===== src/rtl/oled_pkg.sv =====
// Shared constants for the SSD1306 128x32 frame scheduler: command lists,
// control bytes and the scheduler state encoding.
package oled_pkg;

  localparam int INIT_LEN = 25;
  localparam int WIN_LEN  = 6;

  localparam logic [7:0] CTRL_CMD  = 8'h00;
  localparam logic [7:0] CTRL_DATA = 8'h40;

  localparam logic [7:0] INIT_CMDS [INIT_LEN] = '{
    8'hAE, 8'hD5, 8'h80, 8'hA8, 8'h1F, 8'hD3, 8'h00, 8'h40, 8'h8D, 8'h14,
    8'h20, 8'h00, 8'hA1, 8'hC8, 8'hDA, 8'h02, 8'h81, 8'h8F, 8'hD9, 8'hF1,
    8'hDB, 8'h40, 8'hA4, 8'hA6, 8'hAF
  };

  // Column window 0..127, page window 0..3
  localparam logic [7:0] WIN_CMDS [WIN_LEN] = '{
    8'h21, 8'h00, 8'h7F, 8'h22, 8'h00, 8'h03
  };

  typedef enum logic [2:0] {
    PWRUP = 3'd0,
    INIT  = 3'd1,
    IDLE  = 3'd2,
    WIN   = 3'd3,
    DATA  = 3'd4,
    FAULT = 3'd5
  } state_t;

  typedef enum logic {
    LIST_INIT = 1'b0,
    LIST_WIN  = 1'b1
  } list_t;

endpackage


===== src/rtl/oled_cmd_rom.sv =====
// Command-list lookup: maps (list, index) to the command byte so the
// scheduler only has to sequence indices.
import oled_pkg::*;

module oled_cmd_rom (
  input  list_t       list_sel,
  input  logic [4:0]  idx,
  output logic [7:0]  data
);

  always_comb begin
    data = 8'h00;
    if (list_sel == LIST_INIT) begin
      if (int'(idx) < INIT_LEN) data = INIT_CMDS[idx];
    end else begin
      if (int'(idx) < WIN_LEN) data = WIN_CMDS[idx[2:0]];
    end
  end

endmodule


===== src/rtl/oled_frame_scheduler.sv =====
// Sequences SSD1306 init and full-frame refresh traffic onto a valid/ready
// byte stream feeding the I2C master; frame bytes come from a sync-read framebuffer.
import oled_pkg::*;

module oled_frame_scheduler #(
  parameter logic [6:0] I2C_ADDR     = 7'h3C,
  parameter int         NUM_COLS     = 128,
  parameter int         NUM_PAGES    = 4,
  parameter int         PWRUP_CYCLES = 50000
) (
  input  logic        clk,
  input  logic        rst,
  input  logic        frame_req,
  output logic        busy,
  output logic        init_done,
  output logic        frame_done,
  output logic        err,
  output logic        fb_rd_en,
  output logic [8:0]  fb_addr,
  input  logic [7:0]  fb_data,
  output logic        tx_valid,
  output logic [7:0]  tx_data,
  output logic        tx_last,
  input  logic        tx_ready,
  input  logic        tx_nack,
  output state_t      state
);

  localparam int               FB_WORDS  = NUM_COLS * NUM_PAGES;
  localparam logic [8:0]       FB_LAST   = 9'(FB_WORDS - 1);
  localparam int               CNT_W     = $clog2(PWRUP_CYCLES + 1);
  localparam logic [CNT_W-1:0] CNT_LAST  = CNT_W'(PWRUP_CYCLES - 1);
  localparam logic [7:0]       ADDR_BYTE = {I2C_ADDR, 1'b0};
  localparam logic [4:0]       INIT_END  = 5'(INIT_LEN + 1);
  localparam logic [4:0]       WIN_END   = 5'(WIN_LEN + 1);

  logic [CNT_W-1:0] cnt;
  logic [4:0]       idx;
  logic             pending;
  logic             fetch_wait;
  logic             tx_valid_q;
  logic             xfer;
  logic [4:0]       idx_next;
  logic [7:0]       rom_data;
  logic [7:0]       next_byte;
  logic             next_last;
  list_t            list_sel;

  // A NACK kills the offered byte in the very cycle it arrives.
  assign tx_valid = tx_valid_q && !tx_nack;
  assign xfer     = tx_valid && tx_ready;
  assign busy     = (state != IDLE);

  assign idx_next = idx + 5'd1;
  assign list_sel = (state == INIT) ? LIST_INIT : LIST_WIN;

  oled_cmd_rom u_rom (
    .list_sel (list_sel),
    .idx      (idx - 5'd1),
    .data     (rom_data)
  );

  // Byte index 0 is the address, 1 the control byte, 2.. the command list.
  always_comb begin
    next_byte = rom_data;
    next_last = 1'b0;
    if (idx == 5'd0) next_byte = CTRL_CMD;
    if (state == INIT && idx_next == INIT_END) next_last = 1'b1;
    if (state == WIN && idx_next == WIN_END) next_last = 1'b1;
  end

  always_ff @(posedge clk) begin
    if (rst) begin
      state      <= PWRUP;
      cnt        <= '0;
      idx        <= '0;
      pending    <= 1'b0;
      fetch_wait <= 1'b0;
      init_done  <= 1'b0;
      frame_done <= 1'b0;
      err        <= 1'b0;
      fb_rd_en   <= 1'b0;
      fb_addr    <= '0;
      tx_valid_q <= 1'b0;
      tx_data    <= '0;
      tx_last    <= 1'b0;
    end else begin
      frame_done <= 1'b0;
      fb_rd_en   <= 1'b0;
      fetch_wait <= 1'b0;
      if (frame_req && (state inside {PWRUP, INIT, WIN, DATA})) pending <= 1'b1;

      unique case (state)
        PWRUP: begin
          if (tx_nack) begin
            err   <= 1'b1;
            state <= FAULT;
          end else if (cnt == CNT_LAST) begin
            state      <= INIT;
            idx        <= '0;
            tx_valid_q <= 1'b1;
            tx_data    <= ADDR_BYTE;
            tx_last    <= 1'b0;
          end else begin
            cnt <= cnt + CNT_W'(1);
          end
        end

        INIT, WIN: begin
          if (tx_nack) begin
            tx_valid_q <= 1'b0;
            err        <= 1'b1;
            state      <= (state == INIT) ? FAULT : IDLE;
          end else if (xfer) begin
            if (tx_last) begin
              tx_last <= 1'b0;
              if (state == INIT) begin
                init_done  <= 1'b1;
                tx_valid_q <= 1'b0;
                state      <= IDLE;
              end else begin
                // Data transaction header follows the window without a gap
                state   <= DATA;
                idx     <= '0;
                tx_data <= ADDR_BYTE;
              end
            end else begin
              idx     <= idx_next;
              tx_data <= next_byte;
              tx_last <= next_last;
            end
          end
        end

        IDLE: begin
          if (pending || frame_req) begin
            err        <= 1'b0;
            pending    <= 1'b0;
            state      <= WIN;
            idx        <= '0;
            fb_addr    <= '0;
            tx_valid_q <= 1'b1;
            tx_data    <= ADDR_BYTE;
            tx_last    <= 1'b0;
          end
        end

        DATA: begin
          if (tx_nack) begin
            tx_valid_q <= 1'b0;
            err        <= 1'b1;
            state      <= IDLE;
          end else begin
            if (fb_rd_en) fetch_wait <= 1'b1;
            if (fetch_wait) begin
              tx_valid_q <= 1'b1;
              tx_data    <= fb_data;
              tx_last    <= (fb_addr == FB_LAST);
            end else if (xfer) begin
              if (tx_last) begin
                tx_valid_q <= 1'b0;
                tx_last    <= 1'b0;
                frame_done <= 1'b1;
                state      <= IDLE;
              end else if (idx == 5'd0) begin
                idx     <= 5'd1;
                tx_data <= CTRL_DATA;
              end else if (idx == 5'd1) begin
                idx        <= 5'd2;
                tx_valid_q <= 1'b0;
                fb_rd_en   <= 1'b1;
              end else begin
                tx_valid_q <= 1'b0;
                fb_addr    <= fb_addr + 9'd1;
                fb_rd_en   <= 1'b1;
              end
            end
          end
        end

        FAULT: ;

        default: state <= FAULT;
      endcase
    end
  end

endmodule


===== config.mk =====
export PLATFORM = sky130hd
export DESIGN_NAME = oled_frame_scheduler
export DESIGN_NICKNAME = d
export VERILOG_FILES = /design/src/rtl/oled_pkg.sv /design/src/rtl/oled_cmd_rom.sv /design/src/rtl/oled_frame_scheduler.sv
export SDC_FILE = /design/constraint.sdc
export NUM_CORES = 1
export LEC_CHECK = 0
export CAP_MARGIN = 10
export CORE_MARGIN = 10
export CORE_UTILIZATION = 58
export CTS_CLUSTER_DIAMETER = 60
export DETAILED_ROUTE_END_ITERATION = 8
export PLACE_DENSITY = 0.84
export RECOVER_POWER = 25
export SLEW_MARGIN = 20
export SYNTH_ARGS = -nofsm -noshare
export SYNTH_HDL_FRONTEND = slang
export SYNTH_SLANG_ARGS = --single-unit

===== constraint.sdc =====
create_clock -name clk -period 3.4 [get_ports clk]
set_input_delay 0.51 -clock clk [delete_from_list [all_inputs] [get_ports clk]]
set_output_delay 0.51 -clock clk [all_outputs]
set_load 0.03 [all_outputs]

==> results.toml <==
[synthesis]
number_of_synthesized_flops_with_an_enable_pin = 0
synth-seq-cells = 49
async_flop_share_pct = 0
syn-num-nets = 520
yosys.cell_count.top_type = "sky130_fd_sc_hd__nor2_1"
netlist_top_cells_count = "58 x sky130_fd_sc_hd__nor2_1, 49 x sky130_fd_sc_hd__dfxtp_1, 38 x sky130_fd_sc_hd__nand2_1"
synth_cell_types = 82
synth.yosys.warnings = 0
synthesis.area_mm2 = 0.003849
synthCells = 492
synth-seq-area-share_pct = 25.49
synthDominantCellAreaShare_pct = 25.49
synthesis.area_per_instance_um2 = 7.823
synthFlopType = "sky130_fd_sc_hd__dfxtp_1"
synth_area_leader = "sky130_fd_sc_hd__dfxtp_1"
synth.area.top_cells = "sky130_fd_sc_hd__dfxtp_1 25%, sky130_fd_sc_hd__nor2_1 5.7%, sky130_fd_sc_hd__ha_1 4.9%"

[finish]
num_antenna_cells = 0
fin_cells = 596
areaGrowthSynthToFinish_pct = 13.69
post_route_cells_drive_above_1_share_pct = 9.827
num-nets-final = 546

[timing]
clock_skew_ns = 0.01479
final.min_clock_period_ns = 2.825
slew_headroom_pct = 43.64
finalSetupTns_ns = 0
layout_worst_path_cycle_share_pct = 83.10
setup_viol = 0
transition_time_at_the_pin_with_the_least_slew_margin_ns = 0.8443
achievable-frequency_mhz = 353.9
hold_slack_ns = 0.4775
setup_repair_after_global_routing_missed_its_margin = "false"
finalMaxSlewViolations = 0
final-hold-violation-count = 0
post-route-worst-setup-slack_ns = 0.5745

[cts]
clk_pin_slew_worst_paths_ns = 0.10
ctsHoldBuffers = 0
cts-root-buf = "sky130_fd_sc_hd__clkbuf_8"
cts_buffers = 5
worstSkewPairLatency_ns = 0.31
cts.sink_count = 49
cts.repair.resized = 0
cts_buffer_depth = 2
clock_tree_from_tritoncts = "yes"
postCtsSetupBuffers = 0
cts_max_level = 2

[pwr]
design_power_total_w = 0.003012
power_per_cell_area_mw_per_mm2 = 688.4
pwr-share-comb_pct = 59.7
power.leakage_nw = 1.598
p_sw_share_pct = 48.08
peakVddDrop_v = 0.0005295
power_report.internal_total_w = 0.001564
seq_power_share_pct = 25.7
net-switching-power_w = 0.001448
clock_power_share_pct = 14.6

[detailed_routing]
drt_first_pass_iters = 5
number_of_remaining_drc_errors = 0
antenna_left = 0
route.final.wire_length_um = 10950
via_count = 3935
vias_per_cell = 6.602
detailedRoute.firstIterationViolations = 398
routedWlPerCell_um = 18.37

[worst_hold_path]
hold_class = "reg2reg"

[global_route]
grt_start_max_net_pins = 37
initial_antenna_violation_count = 0
overflow = 0
grt_pass1_vias = 3661
grt_util_all_layers_pct = 20.94
grt_pass1_wl_um = 18180

[floorplan]
rows = 29
dieWidth_um = 101.5
initial_utilization_pct = 60.27
floorplan.io_pins = 40
coreArea_mm2 = 0.006386
floorplan.die.height_um = 101.5
floorplan.die_area_mm2 = 0.01029

[worst_setup_path]
timing.critical_path.from_type = "flop"
worstPathCellList = "or2_0 > nor3_1 > nand4_1 > nor4_1 > xnor2_1 > nor2_1"
setup.worst_path.class = "reg2reg"
critical-path-top-delay-family = "simple AND/OR/NAND/NOR gates"
max_stage_delay_ns = 0.61
cpMaxStageDelayCell = "sky130_fd_sc_hd__nor3_1"
cp_max_fo = 25
worst_setup_path_end_kind = "flop"
cp.arrival_ns = 3.01
cp.required_ns = 3.58
worst-path-buf-inv = 0

[placement]
gp_weighted_congestion = 0.9362
dp_hpwl_um = 7897
port_buffers = 39
place_worst_setup_slack_ns = 0.6448
placedCellCount = 588

[run_status]
status = "complete, no violations"

[flow_run]
cap_viol_max_count = 0
## state kept, by name, indices dropped and copies added, names as in the netlist
signal	cells
fetch_wait	1
pending	1
idx	5
tx_last	1
state	3
fb_addr	9
err	1
init_done	1
cnt	16
tx_data	8
fb_rd_en	1
tx_valid_q	1
frame_done	1
## kinds of logic after synthesis
group | Yosys count | synth area share (%)
fa+ha+maj | 15 | 4.876
xor+xnor | 26 | 5.917
buf+inv | 56 | 6.762
mux | 7 | 2.146
compound gates | 139 | 26.17
simple gates | 200 | 28.64
flops | 49 | 25.49
## power groups by stage
stage	Clock (W)	Combinational [W]	Sequential [W]
2_1_floorplan	0	0.00128	0.000813
3_3_place_gp	0	0.00173	0.000777
3_5_place_dp	0	0.00178	0.000782
4_1_cts	0.000442	0.00179	0.000770
5_1_grt	0.000463	0.00196	0.000786
6_report	0.000439	0.00180	0.000774
## layer usage
layer / global-route usage [%] / vias to the layer above / wire (µm)
met4: 7.181 / 0 / 282
met2: 33.74 / 188 / 5046
li1: - / 1864 / -
met3: 4.221 / 28 / 935
met5: 0 / - / 0
met1: 27.16 / 1855 / 4683
## final cells by class
class,instances,area [µm²]
multi-input combinational,387,2596
clock inverter,1,30.03
clock buffer,7,86.33
timing repair buffer,55,510.5
sequential,49,980.9
tap,77,96.34
fill,546,2011
inverter,20,75.07
## tightest hold or removal path: cells and delay by family (launching register included)
family / cells / cell delay (ns)
and+or+nand+nor: 1 / 0.07
DFF: 1 / 0.34
AOI/OAI and AO/OA: 1 / 0.04
## metrics by stage
| stage | util, % | cell area [µm²] |
|---|---|---|
| 2_1_floorplan | - | 3849 |
| 3_3_place_gp | 66.87 | 4270 |
| 3_5_place_dp | 66.87 | 4270 |
| 4_1_cts | 68.69 | 4387 |
| 5_1_grt | 68.51 | 4375 |
| 6_report | 68.51 | 4375 |
## path summary, 6_finish.rpt
check / end / slack, ns / cells past startpoint / from
max reg2reg: cnt[14]$_SDFFE_PP0P_ / 0.57 / 6 / state[0]$_SDFFE_PP0P_
min: init_done$_SDFFE_PP0P_ / 0.48 / 2 / init_done$_SDFFE_PP0P_
min reg2reg: init_done$_SDFFE_PP0P_ / 0.48 / 2 / init_done$_SDFFE_PP0P_
max: cnt[14]$_SDFFE_PP0P_ / 0.57 / 6 / state[0]$_SDFFE_PP0P_
## cell usage in the layout, fill, tap and decap left out, types with 5 or more instances in the layout
cell type and instances:
sky130_fd_sc_hd__a211oi_1 9, sky130_fd_sc_hd__a21oi_1 29, sky130_fd_sc_hd__a221oi_1 5, sky130_fd_sc_hd__a31oi_1 6
sky130_fd_sc_hd__buf_4 16, sky130_fd_sc_hd__clkbuf_8 6, sky130_fd_sc_hd__clkdlybuf4s50_1 27, sky130_fd_sc_hd__dfxtp_1 49
sky130_fd_sc_hd__dlygate4sd3_1 12, sky130_fd_sc_hd__ha_1 15, sky130_fd_sc_hd__inv_1 19, sky130_fd_sc_hd__mux2i_1 6
sky130_fd_sc_hd__nand2_1 38, sky130_fd_sc_hd__nand2b_1 8, sky130_fd_sc_hd__nand3_1 17, sky130_fd_sc_hd__nand4_1 6
sky130_fd_sc_hd__nor2_1 58, sky130_fd_sc_hd__nor2b_1 5, sky130_fd_sc_hd__nor3_1 15, sky130_fd_sc_hd__nor4_1 11
sky130_fd_sc_hd__o211ai_1 6, sky130_fd_sc_hd__o21ai_0 21, sky130_fd_sc_hd__o221ai_1 6, sky130_fd_sc_hd__or2_2 5
sky130_fd_sc_hd__or3_1 6, sky130_fd_sc_hd__xnor2_1 18, sky130_fd_sc_hd__xor2_1 8
(Power assumes the default switching activity.)
